## src/rtl/intr_ctrl_lite_if.sv

```systemverilog
// Bus bundle between the 8088 side (master) and the interrupt controller (slave).
interface intr_ctrl_lite_if #(
    parameter int NUM_IRQ = 8
);
    logic [NUM_IRQ-1:0] irq;
    logic               inta;
    logic               intr;
    logic               cs;
    logic               a0;
    logic               rd;
    logic               wr;
    logic [7:0]         din;
    logic [7:0]         dout;
    logic               doe;

    modport master (
        output irq, inta, cs, a0, rd, wr, din,
        input  intr, dout, doe
    );

    modport slave (
        input  irq, inta, cs, a0, rd, wr, din,
        output intr, dout, doe
    );
endinterface

```

## src/rtl/intr_ctrl_lite.sv

```systemverilog
// Vectored 8-input interrupt controller for the 8088 INTR/INTA protocol.
// Optional macro AUTO_EOI_EN: clear the in-service bit at the end of the 2nd INTA pulse.
module intr_ctrl_lite #(
    parameter int         NUM_IRQ     = 8,
    parameter logic [7:0] VECTOR_BASE = 8'h08
) (
    input  logic            clk,
    input  logic            rst_n,
    intr_ctrl_lite_if.slave bus
);
    typedef enum logic [1:0] {IDLE, ACK1, WAIT2, ACK2} state_t;

    localparam logic [7:0] VALID = 8'((16'd1 << NUM_IRQ) - 16'd1);

    logic [7:0] irq_s1, irq_s2, irq_s3;
    logic [7:0] irr, isr, imr;
    logic       inta_q, wr_q, rsel, intr_q;
    logic [2:0] idx;
    state_t     state;

    logic [7:0] irq_w, rise, pend, isr_eoi, irr_n, isr_n;
    logic [3:0] hp, hs;
    logic       inta_fall, inta_rise, wr_stb, intr_cond;
    state_t     state_n;

    // Returns 8 when no bit is set, so "hp < hs" also covers an empty ISR.
    function automatic logic [3:0] lowest(input logic [7:0] v);
        lowest = 4'd8;
        for (int i = 7; i >= 0; i--) begin
            if (v[i]) lowest = 4'(i);
        end
    endfunction

    assign irq_w     = 8'(bus.irq);
    assign inta_fall = inta_q & ~bus.inta;
    assign inta_rise = ~inta_q & bus.inta;
    assign wr_stb    = ~wr_q & bus.wr & ~bus.cs;
    assign rise      = irq_s2 & ~irq_s3 & VALID;
    assign pend      = irr & ~imr;
    assign hp        = lowest(pend);
    assign hs        = lowest(isr);
    assign intr_cond = (pend != 8'h00) && (hp < hs);

    // EOI is applied before the acknowledge sets its ISR bit; the ack clear of IRR wins over a new edge.
    always_comb begin
        isr_eoi = isr;
`ifdef AUTO_EOI_EN
`else
        if (wr_stb && !bus.a0) begin
            if (bus.din == 8'h20) begin
                if (hs < 4'd8) isr_eoi[hs[2:0]] = 1'b0;
            end else if (bus.din[7:3] == 5'b01100) begin
                isr_eoi[bus.din[2:0]] = 1'b0;
            end
        end
`endif
        irr_n   = irr | rise;
        isr_n   = isr_eoi;
        state_n = state;
        case (state)
            IDLE: begin
                if (inta_fall) begin
                    state_n = ACK1;
                    if (pend != 8'h00) begin
                        irr_n[hp[2:0]] = 1'b0;
                        isr_n[hp[2:0]] = 1'b1;
                    end
                end
            end
            ACK1:  if (inta_rise) state_n = WAIT2;
            WAIT2: if (inta_fall) state_n = ACK2;
            ACK2: begin
                if (inta_rise) begin
                    state_n = IDLE;
`ifdef AUTO_EOI_EN
                    isr_n[idx] = 1'b0;
`endif
                end
            end
            default: state_n = IDLE;
        endcase
    end

    always_ff @(posedge clk or negedge rst_n) begin
        if (!rst_n) begin
            irq_s1 <= 8'h00;
            irq_s2 <= 8'h00;
            irq_s3 <= 8'h00;
            inta_q <= 1'b1;
            wr_q   <= 1'b1;
            irr    <= 8'h00;
            isr    <= 8'h00;
            imr    <= 8'hFF;
            rsel   <= 1'b0;
            idx    <= 3'd0;
            intr_q <= 1'b0;
            state  <= IDLE;
        end else begin
            irq_s1 <= irq_w;
            irq_s2 <= irq_s1;
            irq_s3 <= irq_s2;
            inta_q <= bus.inta;
            wr_q   <= bus.wr;
            irr    <= irr_n & VALID;
            isr    <= isr_n & VALID;
            state  <= state_n;
            intr_q <= intr_cond && (state_n != ACK1);
            if (state == IDLE && inta_fall) begin
                idx <= (pend != 8'h00) ? hp[2:0] : 3'd7;
            end
            if (wr_stb) begin
                if (bus.a0) begin
                    imr <= bus.din;
                end else if (bus.din == 8'h0A) begin
                    rsel <= 1'b0;
                end else if (bus.din == 8'h0B) begin
                    rsel <= 1'b1;
                end
            end
        end
    end

    assign bus.intr = intr_q;

    // Gated with reset so the data bus is released the instant reset asserts.
    always_comb begin
        bus.doe  = 1'b0;
        bus.dout = 8'h00;
        if (rst_n) begin
            if (state == ACK2) begin
                bus.doe  = 1'b1;
                bus.dout = VECTOR_BASE | {5'b00000, idx};
            end else if (!bus.cs && !bus.rd) begin
                bus.doe  = 1'b1;
                bus.dout = bus.a0 ? imr : (rsel ? isr : irr);
            end
        end
    end
endmodule
```

## src/flat_wrapper.sv

```systemverilog
// flat-port wrapper written by rule: the top's interface ports become plain ports
module intr_ctrl_lite_flat 
#(
    parameter int         NUM_IRQ     = 8,
    parameter logic [7:0] VECTOR_BASE = 8'h08
)
  (clk, rst_n, bus_irq, bus_inta, bus_cs, bus_a0, bus_rd, bus_wr, bus_din, bus_intr, bus_dout, bus_doe);
  intr_ctrl_lite_if #(.NUM_IRQ(NUM_IRQ)) bus_i ();
  input  logic clk;
  input  logic rst_n;
  input wire logic [$bits(bus_i.irq)-1:0] bus_irq;
  input wire logic [$bits(bus_i.inta)-1:0] bus_inta;
  input wire logic [$bits(bus_i.cs)-1:0] bus_cs;
  input wire logic [$bits(bus_i.a0)-1:0] bus_a0;
  input wire logic [$bits(bus_i.rd)-1:0] bus_rd;
  input wire logic [$bits(bus_i.wr)-1:0] bus_wr;
  input wire logic [$bits(bus_i.din)-1:0] bus_din;
  output wire logic [$bits(bus_i.intr)-1:0] bus_intr;
  output wire logic [$bits(bus_i.dout)-1:0] bus_dout;
  output wire logic [$bits(bus_i.doe)-1:0] bus_doe;
  assign bus_i.irq = bus_irq;
  assign bus_i.inta = bus_inta;
  assign bus_i.cs = bus_cs;
  assign bus_i.a0 = bus_a0;
  assign bus_i.rd = bus_rd;
  assign bus_i.wr = bus_wr;
  assign bus_i.din = bus_din;
  assign bus_intr = bus_i.intr;
  assign bus_dout = bus_i.dout;
  assign bus_doe = bus_i.doe;
  intr_ctrl_lite #(.NUM_IRQ(NUM_IRQ), .VECTOR_BASE(VECTOR_BASE)) u_core (.clk(clk), .rst_n(rst_n), .bus(bus_i));
endmodule
```

## config.mk

```make
export PLATFORM = sky130hd
export DESIGN_NAME = intr_ctrl_lite_flat
export DESIGN_NICKNAME = d
export VERILOG_FILES = /design/src/rtl/intr_ctrl_lite_if.sv /design/src/rtl/intr_ctrl_lite.sv /design/src/flat_wrapper.sv
export SDC_FILE = /design/constraint.sdc
export NUM_CORES = 1
export LEC_CHECK = 0
export ABC_CLOCK_PERIOD_IN_PS = 2600
export CELL_PAD_IN_SITES_DETAIL_PLACEMENT = 0
export CELL_PAD_IN_SITES_GLOBAL_PLACEMENT = 1
export CORE_UTILIZATION = 40
export DETAILED_ROUTE_END_ITERATION = 10
export PLACE_DENSITY_LB_ADDON = 0.1
export SKIP_CTS_REPAIR_TIMING = 1
export SYNTH_ARGS = -nofsm -noshare
export SYNTH_HDL_FRONTEND = slang
export SYNTH_SLANG_ARGS = --single-unit
export TNS_END_PERCENT = 10
```

## constraint.sdc

```tcl
create_clock -name clk -period 2.6 [get_ports clk]
set_input_delay 0.65 -clock clk [delete_from_list [all_inputs] [get_ports clk]]
set_output_delay 0.65 -clock clk [all_outputs]
set_load 0.02 [all_outputs]
```

==> metrics.md, run 1 <==
| Metric | Value |
|---|---|
| Synth Flop Type | dfrtp_1 |
| Number of DRC markers in iteration 0 | 153 |
| Setup CP Type | input port to flop |
| Met1 usage | 26.8% |
| Maximum buffer depth of the clock tree | 2 |
| Mapped Area | 2620 um2 |
| Setup crit start | bus_a0 |
| Outcome | finished clean |
| Fin crit share | 97.6% |
| H-tree depth | 3 |
| Syn Inst Count | 253 |
| Top-count cell post-synth | dfrtp_1 |
| Worst Setup EP | u_core.isr[2] |
| Fillers | 580 |
| Synth Warn # | 0 |
| Placed insts | 379 |
| Share of power burned in registers | 40.8% |
| Dpl cell area | 3200 um2 |
| Fin cells | 395 |
| GRT Max-Usage Layer | met2 |
| Die Y | 82.9 um |
| CTS tree | built |
| First-pass GRT wire length | 10800 um |
| Synthesized flop and latch total | 57 |
| DRC violations left | 0 |
| GPL Wtd Cong | 0.825 |
| Pins over their slew limit | 0 |
| Clk sink count | 57 |
| Initial antenna violation count | 0 |
| Area grow syn2layout | 31.2% |
| Drt wl/cell | 15.7 um |
| Total gr overflow | 0 |
| Core Footprint | 6350 um2 |
| Reg-to-Reg Start | u_core.imr[6] |
| Mapped Avg Cell Area | 10.4 um2 |
| Final Skew | 0.00823 ns |
| GRT Util Overall | 20.7% |
| Critical Path AT | 2.76 ns |
| Worst-path fanout max | 16 |
| Effective utilization at floorplan | 41.2% |
| Clock network fraction of total power | 36.3% |
| Final setup fails | 0 |
| Pleak | 1.47 nW |
| Root buffer cell | clkbuf_8 |
| PwrDens | 818 nW/um2 |
| Met2 usage | 32.5% |
| Slew HR | 69.5% |
| First-pass DRT Iterations | 4 |
| Ys async rst share | 100% |
| Slew @ Worst Pin | 0.453 ns |
| Worst R2R Path Depth | 6 |
| Reg clk slew, reported paths | 0.07 ns |
| Num rows | 29 |
| Total Nets Final | 339 |
| Comb pwr share | 22.9% |
| DRT antenna net count | 0 |
| Overall die width | 82.9 um |
| Num CTS Buffers | 9 |
| Dominant cell type by area after synthesis | dfrtp_1 |
| Vias | 2072 |
| Drt via density | 5.25 |
| Register area share after synthesis | 54.9% |
| Number of library cell types mapped by synthesis | 45 |
| I/O pin total | 33 |
| Post-layout util | 54.1% |
| Tmin final | 2.54 ns |
| Share of cells above drive strength 1 | 23.9% |
| Data required, critical path | 2.83 ns |
| Clock Latency Late Sink | 0.34 ns |
| Pint | 0.00200 W |
| Max Clk Rate | 394 MHz |
| Port bufs | 32 |
| Total wire length | 6190 um |
| Synthesized Nets | 279 |
| Count of flip-flops with a built-in enable after synthesis | 0 |
| Hpwl dp | 4640 um |
| Crit end category | flop |
| Die area | 6870 um2 |
| Met3 usage | 6.66% |
| Largest net degree at the start of global routing | 26 |
| Synth top area share | 44.9% |
| Vias in the first global route | 2145 |
| Final Instance Area | 3440 um2 |
| Most area-consuming cells after synthesis | dfrtp_1 (45%), dfstp_2 (10%), a21oi_1 (4.6%) |
| Worst reg2reg setup slack | 0.48 ns |
| Antenna diodes | 0 |
| Startpoint types | input port |
| Final hold vios | 0 |
| Reported max-cap violation count | 0 |
| Top cells by count, synth | dfrtp_1 (47), a21oi_1 (24), nor2_1 (19) |
| Setup_tns | 0 ns |
| Worst r2r dst | u_core.bus.intr |
| P_sw | 0.000805 W |
| Sw Share | 28.7% |
| Hold crit path type | input port to asynchronous set/reset pin |
| Maximum vdd ir drop | 0.518 mV |
## layout make-up
class | instances | area [um2] | area share (%)
flip-flops and latches | 57 | 1440 | 41.9
multi-input cells | 172 | 1100 | 32.1
repair buffers | 60 | 505 | 14.7
clock buffers | 11 | 141 | 4.12
clock inverters | 5 | 103 | 2.99
well taps | 77 | 96.3 | 2.80
inverters | 13 | 48.8 | 1.42
## critical path: stages
cell and delay (ns):
clkdlybuf4s50_1 0.45, buf_12 0.16, or4b_4 0.56, or3_4 0.40
or3_1 0.36, a22o_1 0.18
## power by group through the flow
stage	clock network (W)	logic, W	registers (W)
after detailed placement	0	0.000649	0.00116
after global routing	0.00109	0.000719	0.00117
after floorplan	0	0.000395	0.00113
final	0.00102	0.000642	0.00115
after global placement	0	0.000647	0.00116
after CTS	0.00104	0.000652	0.00115
## layout by cell type, fill, tap and decap left out, types with 4 or more instances in the layout
cell / n
nand2b_1: 8
a21oi_1: 24
nand3_1: 4
nor3_1: 6
clkbuf_2: 7
nand2_1: 16
clkdlybuf4s50_1: 21
nor4_1: 4
nor2_1: 19
buf_4: 28
nor2b_1: 10
o21ai_0: 14
mux2_2: 6
a211oi_1: 5
mux2i_1: 6
inv_1: 13
dfstp_2: 10
clkbuf_8: 10
a22o_1: 4
dfrtp_1: 47
## routing by layer
metal / wire, um / vias to the layer above
li1: - / 1026
met2: 2980 / 38
met4: 106 / 0
met3: 235 / 11
met5: 0 / -
met1: 2880 / 997
## cells by family (layout without fill, tap and decap cells)
logic type,after synthesis,count (layout),share of synthesized area [%]
buffers and inverters,24,89,3.73
DFF,57,57,54.9
muxes,12,12,4.87
xor gates and xnor gates,1,1,0.335
adders and majority gates,3,3,1.43
and+or+nand+nor,86,86,17.6
AOI/OAI and AO/OA,70,70,17.1
## worst min-delay path by stage
| stage | start | end | slack [ns] | depth (start not counted) |
|---|---|---|---|---|
| global placement | u_core.irq_s1[2] | u_core.irq_s2[2] | 0.33 | 0 |
| CTS | rst_n | u_core.irr[7] | 0.29 | 2 |
| floorplan | u_core.irq_s1[0] | u_core.irq_s2[0] | 0.33 | 0 |
| global route | rst_n | u_core.irq_s1[0] | 0.31 | 2 |
| finish | rst_n | u_core.irq_s3[6] | 0.30 | 2 |
| detailed placement | u_core.irq_s1[1] | u_core.irq_s2[1] | 0.33 | 0 |
## flip-flops by register name, indices dropped and copies added (netlist names), 2 cells and up
signal and cells:
u_core.irq_s2 8, u_core.idx 3, u_core.state 2, u_core.imr 8, u_core.irq_s1 8, u_core.irr 8, u_core.irq_s3 8, u_core.isr 8
## stage by stage
step                      hold slack [ns]  setup slack, ns  total power [W]
after floorplan                     0.331            0.251          0.00153
after global placement              0.332           -0.457          0.00181
after detailed placement            0.335           -0.456          0.00181
after CTS                           0.288           -0.488          0.00284
after global routing                0.311          -0.0263          0.00297
final                               0.305           0.0632          0.00281
Note: power is estimated with default switching activity, not from simulation.
==> run 2: changes to the inputs <==
CTS_BUF_LIST = sky130_fd_sc_hd__clkbuf_16   (was unset)
==> metrics.md, run 2 (synthesis results as in run 1) <==
| Metric | Value |
|---|---|
| Outcome | finished clean |
| Comb pwr share | 20.6% (-2.3 points) |
| Hpwl dp | 4640 um (unchanged) |
| I/O pin total | 33 (unchanged) |
| Clk sink count | 57 (unchanged) |
| Vias in the first global route | 2152 (+0.33%) |
| Area grow syn2layout | 34.9% |
| Worst hold slack | 0.323 ns (+0.0181 ns) |
| Max Clk Rate | 393 MHz (-0.38%) |
| Effective utilization at floorplan | 41.2% (unchanged) |
| Critical Path AT | 2.76 ns (about the same) |
| Commonest non-fill, non-tap cell in the layout | dfrtp_1 |
| GRT Util Overall | 20.8% (+0.15 points) |
| Pint | 0.00227 W (+13%) |
| Reg-to-Reg Start | u_core.imr[6] |
| Post-layout util | 55.6% (+1.5 points) |
| Maximum vdd ir drop | 0.535 mV (+3.3%) |
| Number of DRC markers in iteration 0 | 167 (+9.2%) |
| Worst Path Buf+Inv | 2 (unchanged) |
| Total wire length | 6230 um (+0.53%) |
| Share of power burned in registers | 36.8% (-4.0 points) |
| Largest net degree at the start of global routing | 26 (unchanged) |
| Pleak | 1.51 nW (+3.0%) |
| Reg area | 1440 um2 (unchanged) |
| Sw Share | 27.2% (-1.5 points) |
| Area of the multi-input gates | 1110 um2 (+0.45%) |
| CTS tree | built |
| Final setup fails | 0 (unchanged) |
| Crit end category | flop |
| Max incr delay on CP | 0.55 ns (about the same) |
| Reg clk slew, reported paths | 0.05 ns (-0.02 ns) |
| Startpoint types | input port |
| First-pass DRT Iterations | 4 (unchanged) |
| Fillers | 569 (-1.9%) |
| DRT antenna net count | 0 (unchanged) |
| Drt wl/cell | 15.8 um (+0.53%) |
| Placed insts | 379 (unchanged) |
| Pins over their slew limit | 0 (unchanged) |
| Hold crit path type | input port to asynchronous set/reset pin |
| Overall die width | 82.9 um (unchanged) |
| Initial antenna violation count | 0 (unchanged) |
| Share of cells above drive strength 1 | 23.9% (unchanged) |
| Setup CP Type | input port to flop |
| Total gr overflow | 0 (unchanged) |
| Antenna diodes | 0 (unchanged) |
| Worst R2R Path Depth | 6 (unchanged) |
| First-pass GRT wire length | 10900 um (+0.64%) |
| Port bufs | 32 (unchanged) |
| Maximum buffer depth of the clock tree | 2 (unchanged) |
| Drt via density | 5.29 (+0.82%) |
| Commonest non-fill, non-tap cells in the layout | dfrtp_1 (47), buf_4 (28), a21oi_1 (24) |
| PwrDens | 883 nW/um2 (+8.0%) |
| Num rows | 29 (unchanged) |
| Die area | 6870 um2 (unchanged) |
| H-tree depth | 3 (unchanged) |
| Fin cells | 395 (unchanged) |
| Vias | 2089 (+0.82%) |
| Core Footprint | 6350 um2 (unchanged) |
| CP Cell Sequence | clkdlybuf4s50_1 -> buf_12 -> or4b_4 -> or3_4 -> or3_1 -> a22o_1 |
| Final hold vios | 0 (unchanged) |
| Fin crit share | 97.9% (+0.37 points) |
| Slew HR | 69.5% (about the same) |
| Final Skew | 0.00819 ns (-0.0000415 ns) |
| Clock Latency Late Sink | 0.33 ns (about the same) |
| Crit-path leading delay family | simple AND/OR/NAND/NOR gates |
| Stages on the worst setup path | 6 (unchanged) |
| Reported max-cap violation count | 0 (unchanged) |
| GPL Wtd Cong | 0.825 (unchanged) |
| Num CTS Buffers | 9 (unchanged) |
| Slew @ Worst Pin | 0.452 ns (-0.000366 ns) |
| Tmin final | 2.55 ns (+0.00972 ns) |
| Worst-path fanout max | 16 (unchanged) |
| Clock network fraction of total power | 42.5% (+6.2 points) |
| Data required, critical path | 2.81 ns (-0.02 ns) |
| Slowest CP cell | or4b_4 |
| P_sw | 0.000848 W (+5.3%) |
| DRC violations left | 0 (unchanged) |
| Root buffer cell | clkbuf_16 |
| Setup crit start | bus_a0 |
| Total Nets Final | 339 (unchanged) |
| Die Y | 82.9 um (unchanged) |
==> run 2: path summary, 6_finish.rpt <==
| kind | slack [ns] | endpoint |
|---|---|---|
| setup / recovery | 0.05 | u_core.isr[2] |
| hold / removal | 0.32 | u_core.irq_s1[0] |
| setup reg to reg | 0.49 | u_core.bus.intr |
| hold reg to reg | 0.34 | u_core.irq_s2[4] |
| max in group asynchronous | 1.61 | u_core.imr[4] |
| min in group clk | 0.34 | u_core.irq_s2[4] |
==> run 2: power groups by stage <==
stage | registers [W] | logic [W] | clock network [W]
after floorplan | 0.00113 | 0.000395 | 0
after global placement | 0.00116 | 0.000647 | 0
after detailed placement | 0.00116 | 0.000649 | 0
after CTS | 0.00115 | 0.000654 | 0.00135
after global routing | 0.00117 | 0.000719 | 0.00139
final | 0.00115 | 0.000643 | 0.00133
==> run 2: worst register-to-register path, delay by kind of cell (launching register included) <==
family | cells | cell delay (ns)
AO/OA/AOI/OAI | 3 | 0.73
AND/OR/NAND/NOR | 2 | 0.49
adder cells (fa/ha/maj) | 1 | 0.31
flip-flops | 1 | 0.53
==> run 2: per-layer routing <==
metal	vias to the layer above	global-route usage (%)	part of all wire [%]
met3	13	5.77	4.0
met2	42	32.9	48
met1	1003	26.9	47
met4	0	8.78	1.8
met5	-	0	0
li1	1031	-	-
==> run 2: area by class of cell <==
cell class | count | share of cell area, %
multi-input combinational | 172 | 31.3
inverter | 13 | 1.38
tap | 77 | 2.73
clock buffer | 9 | 6.38
timing repair buffer | 60 | 14.3
clock inverter | 7 | 3.12
sequential | 57 | 40.7
==> run 2: per-stage QoR <==
step | setup TNS, ns | instance area (um2) | total power (W) | worst slack (ns)
6_report | 0 | 3530 | 0.00312 | 0.0535
4_1_cts | -3.36 | 3540 | 0.00315 | -0.488
2_1_floorplan | 0 | 2620 | 0.00153 | 0.251
5_1_grt | -0.0262 | 3530 | 0.00328 | -0.0262
3_5_place_dp | -4.73 | 3200 | 0.00181 | -0.456
3_3_place_gp | -4.70 | 3200 | 0.00181 | -0.457
